===== config.mk =====
export PLATFORM = sky130hd
export DESIGN_NAME = decryption_state_ctrl
export DESIGN_NICKNAME = d
export VERILOG_FILES = /design/src/rtl/decryption_state_ctrl.sv
export SDC_FILE = /design/constraint.sdc
export NUM_CORES = 1
export LEC_CHECK = 0
export ABC_AREA = 1
export CORE_MARGIN = 8
export CORE_UTILIZATION = 57
export CTS_CLUSTER_DIAMETER = 50
export DETAILED_ROUTE_END_ITERATION = 8
export DONT_BUFFER_PORTS = 1
export PLACE_DENSITY_LB_ADDON = 0.25
export SYNTH_ARGS = -nofsm -noshare
export SYNTH_HDL_FRONTEND = slang
export SYNTH_SLANG_ARGS = --single-unit

===== constraint.sdc =====
create_clock -name clk -period 4.6 [get_ports clk]
set_input_delay 0.69 -clock clk [delete_from_list [all_inputs] [get_ports clk]]
set_output_delay 0.69 -clock clk [all_outputs]
set_load 0.01 [all_outputs]

===== src/rtl/decryption_state_ctrl.sv =====
// Decryption state controller: holds the rs1..rs4 running-state words, an LFSR and a
// block counter, and sequences ciphertext/plaintext handshakes around an external datapath.
module decryption_state_ctrl (
   input  logic        clk,
   input  logic        rst_n,
   input  logic        iv_load,
   input  logic [63:0] iv,
   input  logic        ct_valid,
   output logic        ct_ready,
   input  logic [15:0] ct_data,
   output logic        pt_valid,
   input  logic        pt_ready,
   output logic [15:0] pt_data,
   output logic [15:0] core_datain,
   output logic [15:0] core_rs1,
   output logic [15:0] core_rs2,
   output logic [15:0] core_rs3,
   output logic [15:0] core_rs4,
   input  logic [15:0] core_dec1_in,
   input  logic [15:0] core_dec2_out,
   input  logic [15:0] core_dec3_out,
   input  logic [15:0] core_dataout,
   output logic [15:0] block_cnt
);

   typedef enum logic [0:0] {
      IDLE = 1'b0,
      RUN  = 1'b1
   } state_t;

   state_t      state_r;
   state_t      state_next_s;
   logic [15:0] rs1_r;
   logic [15:0] rs2_r;
   logic [15:0] rs3_r;
   logic [15:0] rs4_r;
   logic [15:0] lfsr_r;
   logic [15:0] pt_data_r;
   logic        pt_valid_r;
   logic [15:0] blk_cnt_r;
   logic        ct_ready_s;
   logic        accept_s;
   logic [15:0] lfsr_next_s;
   logic [15:0] rs1_next_s;
   logic [15:0] rs2_next_s;
   logic [15:0] rs3_next_s;
   logic [15:0] rs4_next_s;
   logic [15:0] blk_cnt_next_s;

   function automatic logic [15:0] lfsr_step(input logic [15:0] l);
      logic nb;
      nb = l[15] ^ l[14] ^ l[11] ^ l[9] ^ l[6] ^ l[2];
      return {l[14:0], nb};
   endfunction

   // State register.
   always_ff @(posedge clk or negedge rst_n) begin
      if (!rst_n) begin
         state_r <= IDLE;
      end else begin
         state_r <= state_next_s;
      end
   end

   // Next-state logic: only iv_load leaves IDLE; RUN is left only by reset.
   always_comb begin
      state_next_s = state_r;
      case (state_r)
         IDLE: begin
            if (iv_load) begin
               state_next_s = RUN;
            end else begin
               state_next_s = IDLE;
            end
         end
         RUN: begin
            state_next_s = RUN;
         end
         default: begin
            state_next_s = IDLE;
         end
      endcase
   end

   // Handshake: iv_load blocks acceptance; a stalled output word blocks new input.
   always_comb begin
      ct_ready_s = 1'b0;
      if ((state_r == RUN) && !iv_load && (!pt_valid_r || pt_ready)) begin
         ct_ready_s = 1'b1;
      end else begin
         ct_ready_s = 1'b0;
      end
      accept_s = ct_valid && ct_ready_s;
   end

   // Running-state updates; the chain order matters since rs4 uses rs1' and rs2 uses rs4'.
   always_comb begin
      lfsr_next_s = lfsr_step(lfsr_r);
      rs1_next_s  = rs1_r + core_dec1_in;
      rs3_next_s  = rs3_r + core_dec2_out + lfsr_next_s;
      rs4_next_s  = rs4_r + core_dec1_in + rs1_next_s;
      rs2_next_s  = rs2_r + core_dec3_out + rs4_next_s;
      if (blk_cnt_r == 16'hFFFF) begin
         blk_cnt_next_s = blk_cnt_r;
      end else begin
         blk_cnt_next_s = blk_cnt_r + 16'd1;
      end
   end

   // Datapath registers: iv_load wins over accept, accept wins over output drain.
   always_ff @(posedge clk or negedge rst_n) begin
      if (!rst_n) begin
         rs1_r      <= 16'd0;
         rs2_r      <= 16'd0;
         rs3_r      <= 16'd0;
         rs4_r      <= 16'd0;
         lfsr_r     <= 16'h0001;
         pt_data_r  <= 16'd0;
         pt_valid_r <= 1'b0;
         blk_cnt_r  <= 16'd0;
      end else if (iv_load) begin
         rs1_r      <= iv[63:48];
         rs2_r      <= iv[47:32];
         rs3_r      <= iv[31:16];
         rs4_r      <= iv[15:0];
         lfsr_r     <= iv[15:0] | 16'h1000;
         pt_valid_r <= 1'b0;
         blk_cnt_r  <= 16'd0;
      end else if (accept_s) begin
         rs1_r      <= rs1_next_s;
         rs2_r      <= rs2_next_s;
         rs3_r      <= rs3_next_s;
         rs4_r      <= rs4_next_s;
         lfsr_r     <= lfsr_next_s;
         pt_data_r  <= core_dataout;
         pt_valid_r <= 1'b1;
         blk_cnt_r  <= blk_cnt_next_s;
      end else if (pt_valid_r && pt_ready) begin
         pt_valid_r <= 1'b0;
      end else begin
         pt_valid_r <= pt_valid_r;
      end
   end

   assign ct_ready    = ct_ready_s;
   assign pt_valid    = pt_valid_r;
   assign pt_data     = pt_data_r;
   assign core_datain = ct_data;
   assign core_rs1    = rs1_r;
   assign core_rs2    = rs2_r;
   assign core_rs3    = rs3_r;
   assign core_rs4    = rs4_r;
   assign block_cnt   = blk_cnt_r;

endmodule


---- Word-level counts from Yosys, hierarchy flattened ----
Cells that the tools add are included.
Widths: inputs -> output; s select.
storage, ports and cells
  output and inout bits ................... 114
  input bits .............................. 149
  register bits after elaboration ......... 114
cells by class
  bitwise logic cells ..................... 7
  equal/unequal tests ..................... 2
  reduce and logical (&&, ||, !) cells .... 11
  multiplexer cells ....................... 19
  add/subtract/negate cells ............... 8
operators with widths
  kind                   number
  $mux 16                13
  $add 16x16->16         7
  $add 16x1->16 const B  1
  $eq 16x16->1 const B   1
  $mux 1                 5
  $xor 1x1->1            5
  $logic_and 1x1->1      4
  $reduce_and 2->1       2
  $reduce_bool 3->1      1
  $logic_not 1->1        2
  $ne 2x2->1 const B     1
  $not 1->1              2
  $pmux 1 s2             1
  $reduce_bool 2->1      1
  $logic_or 1x1->1       1

---- Longest topological paths before layout ----
Gate-level depths: netlist of run 1.
  depth after elaboration ................. 8
  mapped depth ............................ 32
  gate-level depth less buffers ........... 32

---- Worst setup path after synthesis of run 1 ----
No wires, ideal clock.
  path type ............................... in2reg
  start ................................... in core_dec1_in[0]
  end ..................................... reg rs2_r[14] (netlist: core_rs2[14])
  required time ........................... 4.475 ns
  cell stages on the path ................. 25
  arrival time ............................ 4.920 ns
  setup time .............................. 0.125 ns
  setup slack ............................. -0.445 ns
  cell sequence ........................... ha_1 -> fa_1 -> nand3_1 -> nand2_1 -> a21oi_1 -> o21bai_1 -> xor2_1 -> fa_1 -> ha_1 -> nand2_1 -> inv_1 -> nand2_1 -> nand3_1 -> a21oi_1 -> xor2_1 -> fa_1 -> ha_1 -> nand4_1 -> inv_1 -> nand2_1 -> or2_1 -> nand4_1 -> or2_2 -> nand3_1 -> nand3_1
between the ends
  longest elaborated chain between the ends .. 5
  elaborated cells on any way between the ends .. 6
  those cells by class .................... add/sub (4); mux (2)
ends and longest elaborated chain
  element                            RTL line  text
  start: declaration                 19        input logic [15:0] core_dec1_in,
  $add 16x16->16 (on tied branches)  101, 99
  $add 16x16->16 (*)                 101       rs4_next_s = rs4_r + core_dec1_in + rs1_next_s;
  $add 16x16->16 (*)                 102       rs2_next_s = rs2_r + core_dec3_out + rs4_next_s;
  $mux 16 (*)                        129       end else if (accept_s) begin
  $mux 16 (*)                        121       end else if (iv_load) begin
  end signal: assignment             123       rs2_r <= iv[47:32];
  end signal: assignment             131       rs2_r <= rs2_next_s;
  end: declaration                   34        logic [15:0] rs2_r;
Every way passes the cells marked *; elsewhere a longest branch is shown, timed or not. The select of a mux whose other input is x is not followed.
A chain may end at the register's enable or synchronous reset.

---- Worst setup path after layout of run 1 ----
  start ................................... reg rs1_r[0] (netlist: core_rs1[0])
  end ..................................... reg rs2_r[14] (netlist: core_rs2[14])
between the ends
  longest elaborated chain between the ends .. 5
ends and longest elaborated chain
  element                   RTL line  text
  start: declaration        33        logic [15:0] rs1_r;
  start signal: assignment  122       rs1_r <= iv[63:48];
  start signal: assignment  130       rs1_r <= rs1_next_s;
  $add 16x16->16            99        rs1_next_s = rs1_r + core_dec1_in;
  $add 16x16->16            101
  $add 16x16->16            102
  $mux 16                   129
  $mux 16                   121
No other way between the ends. The select of a mux whose other input is x is not followed.

==> Flow_metrics.wiki, run 1 <==
{| class="wikitable"
! Metric !! Value
|-
| Initial antenna violation count || 0
|-
| Number of nets in the layout || 1491
|-
| Startpoint type of the worst setup path || flop
|-
| Final core area utilization || 74.8%
|-
| Minimum clock period after layout || 4.95 ns
|-
| Main area contributors after synthesis || sky130_fd_sc_hd__dfrtp_1 (32%), sky130_fd_sc_hd__nand2_1 (14%), sky130_fd_sc_hd__fa_1 (11%)
|-
| Number of buffers created by CTS || 17
|-
| # Max-Cap Violations || 0
|-
| Number of levels in the clock H-tree || 4
|-
| Fraction of final layout cells sized beyond drive strength 1 || 25.1%
|-
| Clock transition at the registers of the reported paths || 0.06 ns
|-
| Largest net degree at the start of global routing || 114
|-
| Worst Slack Setup Final || -0.351 ns
|-
| Worst skew pair latency || 0.42 ns
|-
| Critical path data required time || 4.96 ns
|-
| Setup repair after global routing missed its margin || yes
|-
| GPL Wtd Cong || 0.889
|-
| Sequential area share after synthesis || 31.9%
|-
| Ratio of final minimum period to clock period || 108%
|-
| Sum of overflow across all layers after global routing || 0
|-
| Library cell contributing the largest single delay on the critical path || sky130_fd_sc_hd__fa_1
|-
| Final non-filler cell area || 11400 sq um
|-
| Remaining routing DRC violations || 0
|-
| Actual slew at the worst max-slew pin || 0.789 ns
|-
| Origin of the critical flop-to-flop path || core_rs1[0]
|-
| Commonest non-fill, non-tap cell in the layout || sky130_fd_sc_hd__nand2_1
|-
| Clock tree from TritonCTS || built
|-
| CP bufs+invs || 1
|-
| Number of library cell types mapped by synthesis || 50
|-
| Top delay family on crit path || adder cells
|-
| Violations in the final reports || setup timing
|-
| IO Count || 263
|-
| Area of the core || 15300 sq um
|-
| Via Count || 8324
|-
| Status || finished, violations left
|-
| Post-synth top area cell || sky130_fd_sc_hd__dfrtp_1
|-
| Commonest non-fill, non-tap cells in the layout || sky130_fd_sc_hd__nand2_1 (313), sky130_fd_sc_hd__inv_1 (140), sky130_fd_sc_hd__buf_4 (130)
|-
| Die width || 141 um
|-
| Total detailed-routing wirelength || 28900 um
|-
| Post-route setup TNS || -2.47 ns
|-
| Die outline height || 141 um
|-
| CP max stage delay || 0.58 ns
|-
| Detail Route Antenna Nets || 0
|-
| First-pass GRT wire length || 44200 um
|-
| Post-synthesis area per instance || 7.90 sq um
|-
| Post-Synth XOR/XNOR Area || 4.50%
|-
| Crit path from || core_rs1[0]
|-
| FF+latch count, synth || 114
|-
| Proportion of synthesized area in mux cells || 0%
|-
| Maximum achievable frequency || 202 MHz
|-
| Largest family of logic cells by synthesized area || simple AND/OR/NAND/NOR gates
|-
| Number of failing hold endpoints at the final stage || 0
|-
| Avg Vias per Cell || 5.70
|-
| Path type of the worst min-delay path || in -> async
|-
| Simple-gate area share of the yosys netlist || 22.4%
|-
| Starting DRT DRC Count || 638
|-
| Area fraction of the dominant cell type after synthesis || 31.6%
|-
| Final setup fails || 11
|-
| Synth Area in Adders || 18.9%
|-
| Worst clock skew || 0.00994 ns
|-
| Crit-path max FO || 4
|-
| Instance area at placement || 9880 sq um
|-
| Overall fraction of global-route tracks in use || 28.2%
|-
| Cell area after synthesis || 8940 sq um
|-
| Area enclosed by the die boundary || 20000 sq um
|-
| Total number of yosys warnings || 0
|-
| Worst setup path category || reg -> reg
|-
| Top flip-flop cell by instance count after synthesis || sky130_fd_sc_hd__dfrtp_1
|-
| Synth Net Count || 1387
|-
| Type of destination of the critical path || flop
|-
| Data arrival at the endpoint of the critical path || 5.31 ns
|-
| Clock net sink count || 114
|-
| Max-slew violations || 0
|-
| HPWL after detailed placement || 19700 um
|-
| EDFF count, synth || 0
|-
| Synth-to-Final Area Change || 27.6%
|-
| Area fraction in compound gates after synthesis || 13.0%
|-
| Deepest clock path buffer count || 2
|-
| Detailed-router iteration count before antenna repair || 7
|-
| Synthesized instance count || 1132
|-
| Number of antenna diodes || 0
|-
| Worst-case headroom to the max-slew limit || 47.3%
|-
| Count of port buffers added during placement || 0
|-
| Vias in the first global route || 8334
|-
| CTS Root Cell || sky130_fd_sc_hd__clkbuf_16
|-
| Share of flip-flops with an asynchronous set or reset || 100%
|-
| Average wire per standard cell || 19.8 um
|-
| Number of placement rows || 45
|-
| Initial standard-cell utilization of the core || 58.6%
|}
-- flip-flops by register name, indices dropped and copies added, names as in the netlist --
name and flops:
block_cnt 16, core_rs1 16, core_rs2 16, core_rs3 16, core_rs4 16, lfsr_r 16, pt_data 16, pt_valid 1
state_r 1
-- routing by layer --
metal	track usage [%]	vias to the layer above	wire (um)
met5	0	-	0
met4	12.0	0	807
met3	8.55	66	2770
met2	45.6	396	13900
met1	34.4	3996	11400
li1	-	3866	-
-- cell type report --
type / instances / area, sq um
clock inverter: 9 / 85.1
tap: 211 / 264
inverter: 152 / 573
multi-input combinational: 819 / 6140
timing repair buffer: 132 / 1010
clock buffer: 23 / 478
sequential: 114 / 2850
fill: 1100 / 3850
-- final timing paths --
path                       slack [ns]  cells after the start            to
max                             -0.35                     25  core_rs2[14]
min                              0.11                      0     lfsr_r[0]
max reg2reg                     -0.35                     25  core_rs2[14]
min reg2reg                      0.47                      2       state_r
max in group asynchronous        3.90                      1  core_rs1[12]
min in group clk                 0.38                      2    pt_data[3]
-- through the flow --
stage | cells | hold WS, ns | setup WS, ns
final | 1460 | 0.110 | -0.351
after global routing | 1460 | 0.0968 | -0.550
after CTS | 1447 | 0.0983 | -0.171
after detailed placement | 1391 | 0.398 | -0.713
after global placement | 1391 | 0.398 | -0.642
after floorplan | 1132 | 0.394 | -0.183
-- logic make-up after synthesis --
| group | after synthesis |
|---|---|
| AOI/OAI and AO/OA | 181 |
| xor gates and xnor gates | 46 |
| adders and majority gates | 106 |
| buffers and inverters | 199 |
| DFF | 114 |
| and+or+nand+nor | 486 |
-- Yosys cell counts, types with 3 or more instances --
cell	n
sky130_fd_sc_hd__a21o_1	5
sky130_fd_sc_hd__a21oi_1	57
sky130_fd_sc_hd__a22o_1	5
sky130_fd_sc_hd__a22oi_2	3
sky130_fd_sc_hd__a31oi_1	6
sky130_fd_sc_hd__buf_2	11
sky130_fd_sc_hd__buf_4	16
sky130_fd_sc_hd__clkbuf_1	17
sky130_fd_sc_hd__dfrtp_1	113
sky130_fd_sc_hd__fa_1	48
sky130_fd_sc_hd__ha_1	58
sky130_fd_sc_hd__inv_1	147
sky130_fd_sc_hd__inv_2	3
sky130_fd_sc_hd__nand2_1	333
sky130_fd_sc_hd__nand2_2	5
sky130_fd_sc_hd__nand3_1	67
sky130_fd_sc_hd__nand4_1	8
sky130_fd_sc_hd__nor2_1	54
sky130_fd_sc_hd__nor3_1	7
sky130_fd_sc_hd__o211ai_1	24
sky130_fd_sc_hd__o21ai_0	27
sky130_fd_sc_hd__o21ai_1	12
sky130_fd_sc_hd__o21ai_2	6
sky130_fd_sc_hd__o21bai_1	8
sky130_fd_sc_hd__o221ai_1	13
sky130_fd_sc_hd__o22ai_1	4
sky130_fd_sc_hd__xnor2_1	17
sky130_fd_sc_hd__xor2_1	29
-- timing repair --
| item | in CTS | in global routing |
|---|---|---|
| resized for setup | 57 | 72 |
| buffers inserted | 23 | 13 |
| endpoints found under the setup margin | 9 | 11 |
| hold buffers | 1 | 0 |
| pin swaps | 41 | 62 |
| hold endpoints to repair | 113 | 0 |
Power of run 1 is left out: the tool's default activity adds up to more than one toggle a clock period on the data nets, which glitch-free logic cannot reach.
==> run 2, diff against run 1 <==
--- a/config.mk
+++ b/config.mk
@@ -5,9 +5,9 @@
 export SDC_FILE = /design/constraint.sdc
 export NUM_CORES = 1
 export LEC_CHECK = 0
-export ABC_AREA = 1
 export CORE_MARGIN = 8
 export CORE_UTILIZATION = 57
+export CTS_BUF_LIST = sky130_fd_sc_hd__clkbuf_16
 export CTS_CLUSTER_DIAMETER = 50
 export DETAILED_ROUTE_END_ITERATION = 8
 export DONT_BUFFER_PORTS = 1
==> run 2 against run 1 <==
The flow still finishes with violations (setup timing). Final area is 4.4% lower. Register-to-register slack worse by 0.58 ns. Highest routed layer unchanged. Die area decreased by 3.9%. Synthesized cell count fell by 19%. Flip-flop and latch count unchanged. Sequential share of layout area is 1.2 points higher. Non-clock buffer count decreased by 1.
==> Flow_metrics.wiki, run 2 <==
{| class="wikitable"
! Metric !! Value
|-
| Number of levels in the clock H-tree || 4 (unchanged)
|-
| Number of failing hold endpoints at the final stage || 0 (unchanged)
|-
| Most used standard cell by instance count after synthesis || sky130_fd_sc_hd__nand2_1 (unchanged)
|-
| Largest net degree at the start of global routing || 114 (unchanged)
|-
| Initial antenna violation count || 0 (unchanged)
|-
| Crit-path max FO || 3 (was 4)
|-
| Via Count || 7381 (was 8324)
|-
| Max-slew violations || 0 (unchanged)
|-
| Total detailed-routing wirelength || 26800 um (was 28900 um)
|-
| Main area contributors after synthesis || sky130_fd_sc_hd__dfrtp_1 (33%), sky130_fd_sc_hd__fa_1 (11%), sky130_fd_sc_hd__ha_1 (8.5%) (was sky130_fd_sc_hd__dfrtp_1 (32%), sky130_fd_sc_hd__nand2_1 (14%), sky130_fd_sc_hd__fa_1 (11%))
|-
| Worst R2R Path Depth || 24 (was 25)
|-
| Clock tree from TritonCTS || built (unchanged)
|-
| Avg Vias per Cell || 6.08 (was 5.70)
|-
| Worst Slack Setup Final || -0.929 ns (was -0.351 ns)
|-
| Post-synth top area cell || sky130_fd_sc_hd__dfrtp_1 (unchanged)
|-
| Initial standard-cell utilization of the core || 58.6% (about the same)
|-
| Path type of the worst min-delay path || in -> async (unchanged)
|-
| Sum of overflow across all layers after global routing || 0 (unchanged)
|-
| Commonest non-fill, non-tap cell in the layout || sky130_fd_sc_hd__nand2_1 (unchanged)
|-
| Area fraction of the dominant cell type after synthesis || 33.1% (was 31.6%)
|-
| Ratio of final minimum period to clock period || 120% (was 108%)
|-
| FF+latch count, synth || 114 (unchanged)
|-
| Detail Route Antenna Nets || 0 (unchanged)
|-
| Remaining routing DRC violations || 0 (unchanged)
|-
| First-pass GRT wire length || 41400 um (was 44200 um)
|-
| Type of destination of the critical path || flop (unchanged)
|-
| Synth-to-Final Area Change || 27.6% (about the same)
|-
| GPL Wtd Cong || 0.964 (was 0.889)
|-
| Deepest clock path buffer count || 2 (unchanged)
|-
| Sequential area share after synthesis || 33.4% (was 31.9%)
|-
| Final setup fails || 10 (was 11)
|-
| Fraction of final layout cells sized beyond drive strength 1 || 27.8% (was 25.1%)
|-
| Minimum clock period after layout || 5.53 ns (was 4.95 ns)
|-
| Die outline height || 138 um (was 141 um)
|-
| Overall fraction of global-route tracks in use || 26.8% (was 28.2%)
|-
| Worst setup path category || reg -> reg (unchanged)
|-
| Total area of multi-input combinational cells || 6020 sq um (was 6140 sq um)
|-
| Area of the core || 14600 sq um (was 15300 sq um)
|-
| Worst clock skew || 0.0100 ns (was 0.00994 ns)
|-
| Vias in the first global route || 7656 (was 8334)
|-
| Placed Cells || 1163 (was 1391)
|-
| Clock transition at the registers of the reported paths || 0.06 ns (about the same)
|-
| Number of buffers created by CTS || 17 (unchanged)
|-
| Sequential cell area || 2850 sq um (unchanged)
|-
| CTS Root Cell || sky130_fd_sc_hd__clkbuf_16 (unchanged)
|-
| Clock net sink count || 114 (unchanged)
|-
| Setup repair after global routing missed its margin || yes (unchanged)
|-
| Total number of yosys warnings || 0 (unchanged)
|-
| Status || finished, violations left (unchanged)
|-
| Total of fill cells in the finished design || 999 (was 1100)
|-
| Starting DRT DRC Count || 414 (was 638)
|-
| Number of antenna diodes || 0 (unchanged)
|-
| EDFF count, synth || 0 (unchanged)
|-
| Critical path data required time || 4.89 ns (was 4.96 ns)
|-
| Synthesized instance count || 915 (was 1132)
|-
| Count of port buffers added during placement || 0 (unchanged)
|-
| Commonest cells in the netlist || sky130_fd_sc_hd__nand2_1 (163), sky130_fd_sc_hd__dfrtp_1 (113), sky130_fd_sc_hd__ha_1 (58) (was sky130_fd_sc_hd__nand2_1 (333), sky130_fd_sc_hd__inv_1 (147), sky130_fd_sc_hd__dfrtp_1 (113))
|-
| Violations in the final reports || setup timing (unchanged)
|-
| Share of flip-flops with an asynchronous set or reset || 100% (unchanged)
|-
| Number of placement rows || 44 (was 45)
|-
| Final std cells w/o fill || 1214 (was 1460)
|-
| Worst skew pair latency || 0.42 ns (about the same)
|-
| Cell area after synthesis || 8550 sq um (was 8940 sq um)
|-
| Number of nets in the layout || 1272 (was 1491)
|-
| Data arrival at the endpoint of the critical path || 5.82 ns (was 5.31 ns)
|-
| Post-synthesis area per instance || 9.35 sq um (was 7.90 sq um)
|-
| Maximum achievable frequency || 181 MHz (was 202 MHz)
|-
| Die width || 138 um (was 141 um)
|-
| Synth Net Count || 1170 (was 1387)
|-
| Number of library cell types mapped by synthesis || 67 (was 50)
|-
| Worst-case headroom to the max-slew limit || 43.3% (was 47.3%)
|-
| IO Count || 263 (unchanged)
|-
| Commonest non-fill, non-tap cells in the layout || sky130_fd_sc_hd__nand2_1 (158), sky130_fd_sc_hd__buf_4 (119), sky130_fd_sc_hd__dfrtp_1 (113) (was sky130_fd_sc_hd__nand2_1 (313), sky130_fd_sc_hd__inv_1 (140), sky130_fd_sc_hd__buf_4 (130))
|-
| Area enclosed by the die boundary || 19200 sq um (was 20000 sq um)
|-
| # Max-Cap Violations || 0 (unchanged)
|-
| Detailed-router iteration count before antenna repair || 6 (was 7)
|-
| HPWL after detailed placement || 18600 um (was 19700 um)
|-
| Top flip-flop cell by instance count after synthesis || sky130_fd_sc_hd__dfrtp_1 (unchanged)
|-
| Actual slew at the worst max-slew pin || 0.850 ns (was 0.789 ns)
|-
| Startpoint type of the worst setup path || flop (unchanged)
|-
| Average wire per standard cell || 22.1 um (was 19.8 um)
|}
run 2: final cells by class:
cell class | count | share of cell area [%]
clock buffer | 17 | 3.90
clock inverter | 15 | 1.20
inverter | 52 | 1.81
multi-input combinational | 701 | 55.2
sequential | 114 | 26.2
tap | 184 | 2.11
timing repair buffer | 131 | 9.58
run 2: worst paths after layout:
path / from / endpoint / slack [ns]
min in group clk: iv_load / block_cnt[2] / 0.35
worst max register to register: core_rs1[1] / core_rs2[15] / -0.93
worst min-delay path: rst_n / lfsr_r[0] / 0.11
worst max-delay path: core_rs1[1] / core_rs2[15] / -0.93
worst min register to register: lfsr_r[15] / lfsr_r[15] / 0.49
max in group asynchronous: rst_n / core_rs1[2] / 3.94
run 2: routing by layer:
layer | up-vias | global-route usage (%) | share of wire, % | routed length (um)
li1 | 3378 | - | - | -
met1 | 3637 | 31.7 | 39 | 10400
met2 | 312 | 43.7 | 49 | 13200
met3 | 54 | 10.1 | 8.9 | 2400
met4 | 0 | 9.84 | 2.9 | 771
met5 | - | 0 | 0 | 0
run 2: what timing repair did:
| item | 4_1_cts | 5_1_grt |
|---|---|---|
| endpoints found under the hold margin | 113 | 0 |
| hold buffers | 1 | 0 |
| buffers inserted | 9 | 10 |
| gates resized for setup | 38 | 62 |
| pin swaps | 63 | 59 |
| endpoints found under the setup margin | 11 | 11 |
run 2: critical path, cell delays in order (launching register included):
cell                       delay, ns
sky130_fd_sc_hd__dfrtp_1        0.40
sky130_fd_sc_hd__buf_6          0.14
sky130_fd_sc_hd__ha_4           0.24
sky130_fd_sc_hd__a211oi_4       0.27
sky130_fd_sc_hd__buf_4          0.15
sky130_fd_sc_hd__o21a_1         0.16
sky130_fd_sc_hd__nor3_2         0.08
sky130_fd_sc_hd__buf_4          0.16
sky130_fd_sc_hd__a21o_1         0.20
sky130_fd_sc_hd__a21o_1         0.20
sky130_fd_sc_hd__a21oi_2        0.14
sky130_fd_sc_hd__xnor2_1        0.18
sky130_fd_sc_hd__fa_1           0.48
sky130_fd_sc_hd__ha_1           0.38
sky130_fd_sc_hd__o21ai_4        0.09
sky130_fd_sc_hd__o21bai_1       0.21
sky130_fd_sc_hd__xnor2_1        0.14
sky130_fd_sc_hd__fa_1           0.49
sky130_fd_sc_hd__inv_1          0.04
sky130_fd_sc_hd__ha_1           0.22
sky130_fd_sc_hd__or3_1          0.41
sky130_fd_sc_hd__o22ai_2        0.19
sky130_fd_sc_hd__xnor2_1        0.15
sky130_fd_sc_hd__xnor2_1        0.16
sky130_fd_sc_hd__o221ai_2       0.12
run 2: logic make-up after synthesis:
kind of cell | after synthesis | share of synthesized area (%)
AO/OA/AOI/OAI | 239 | 19.4
XOR/XNOR | 64 | 6.56
AND/OR/NAND/NOR | 282 | 14.6
buffers and inverters | 100 | 5.14
multiplexers | 10 | 1.20
adder cells (fa/ha/maj) | 106 | 19.7
flip-flops | 114 | 33.4
run 2: per-stage QoR:
stage	hold WS [ns]	setup slack (ns)	area (sq um)	utilization (%)	setup TNS (ns)
final	0.114	-0.929	10900	74.8	-4.33
after global routing	0.0911	-1.13	10900	74.8	-6.24
after CTS	0.0961	-0.787	10500	71.9	-3.70
after detailed placement	0.397	-1.13	9660	66.2	-7.18
after global placement	0.397	-1.03	9660	66.2	-6.52
after floorplan	0.394	-0.789	8820	-	-3.06
Power of run 2 is left out for the same reason.
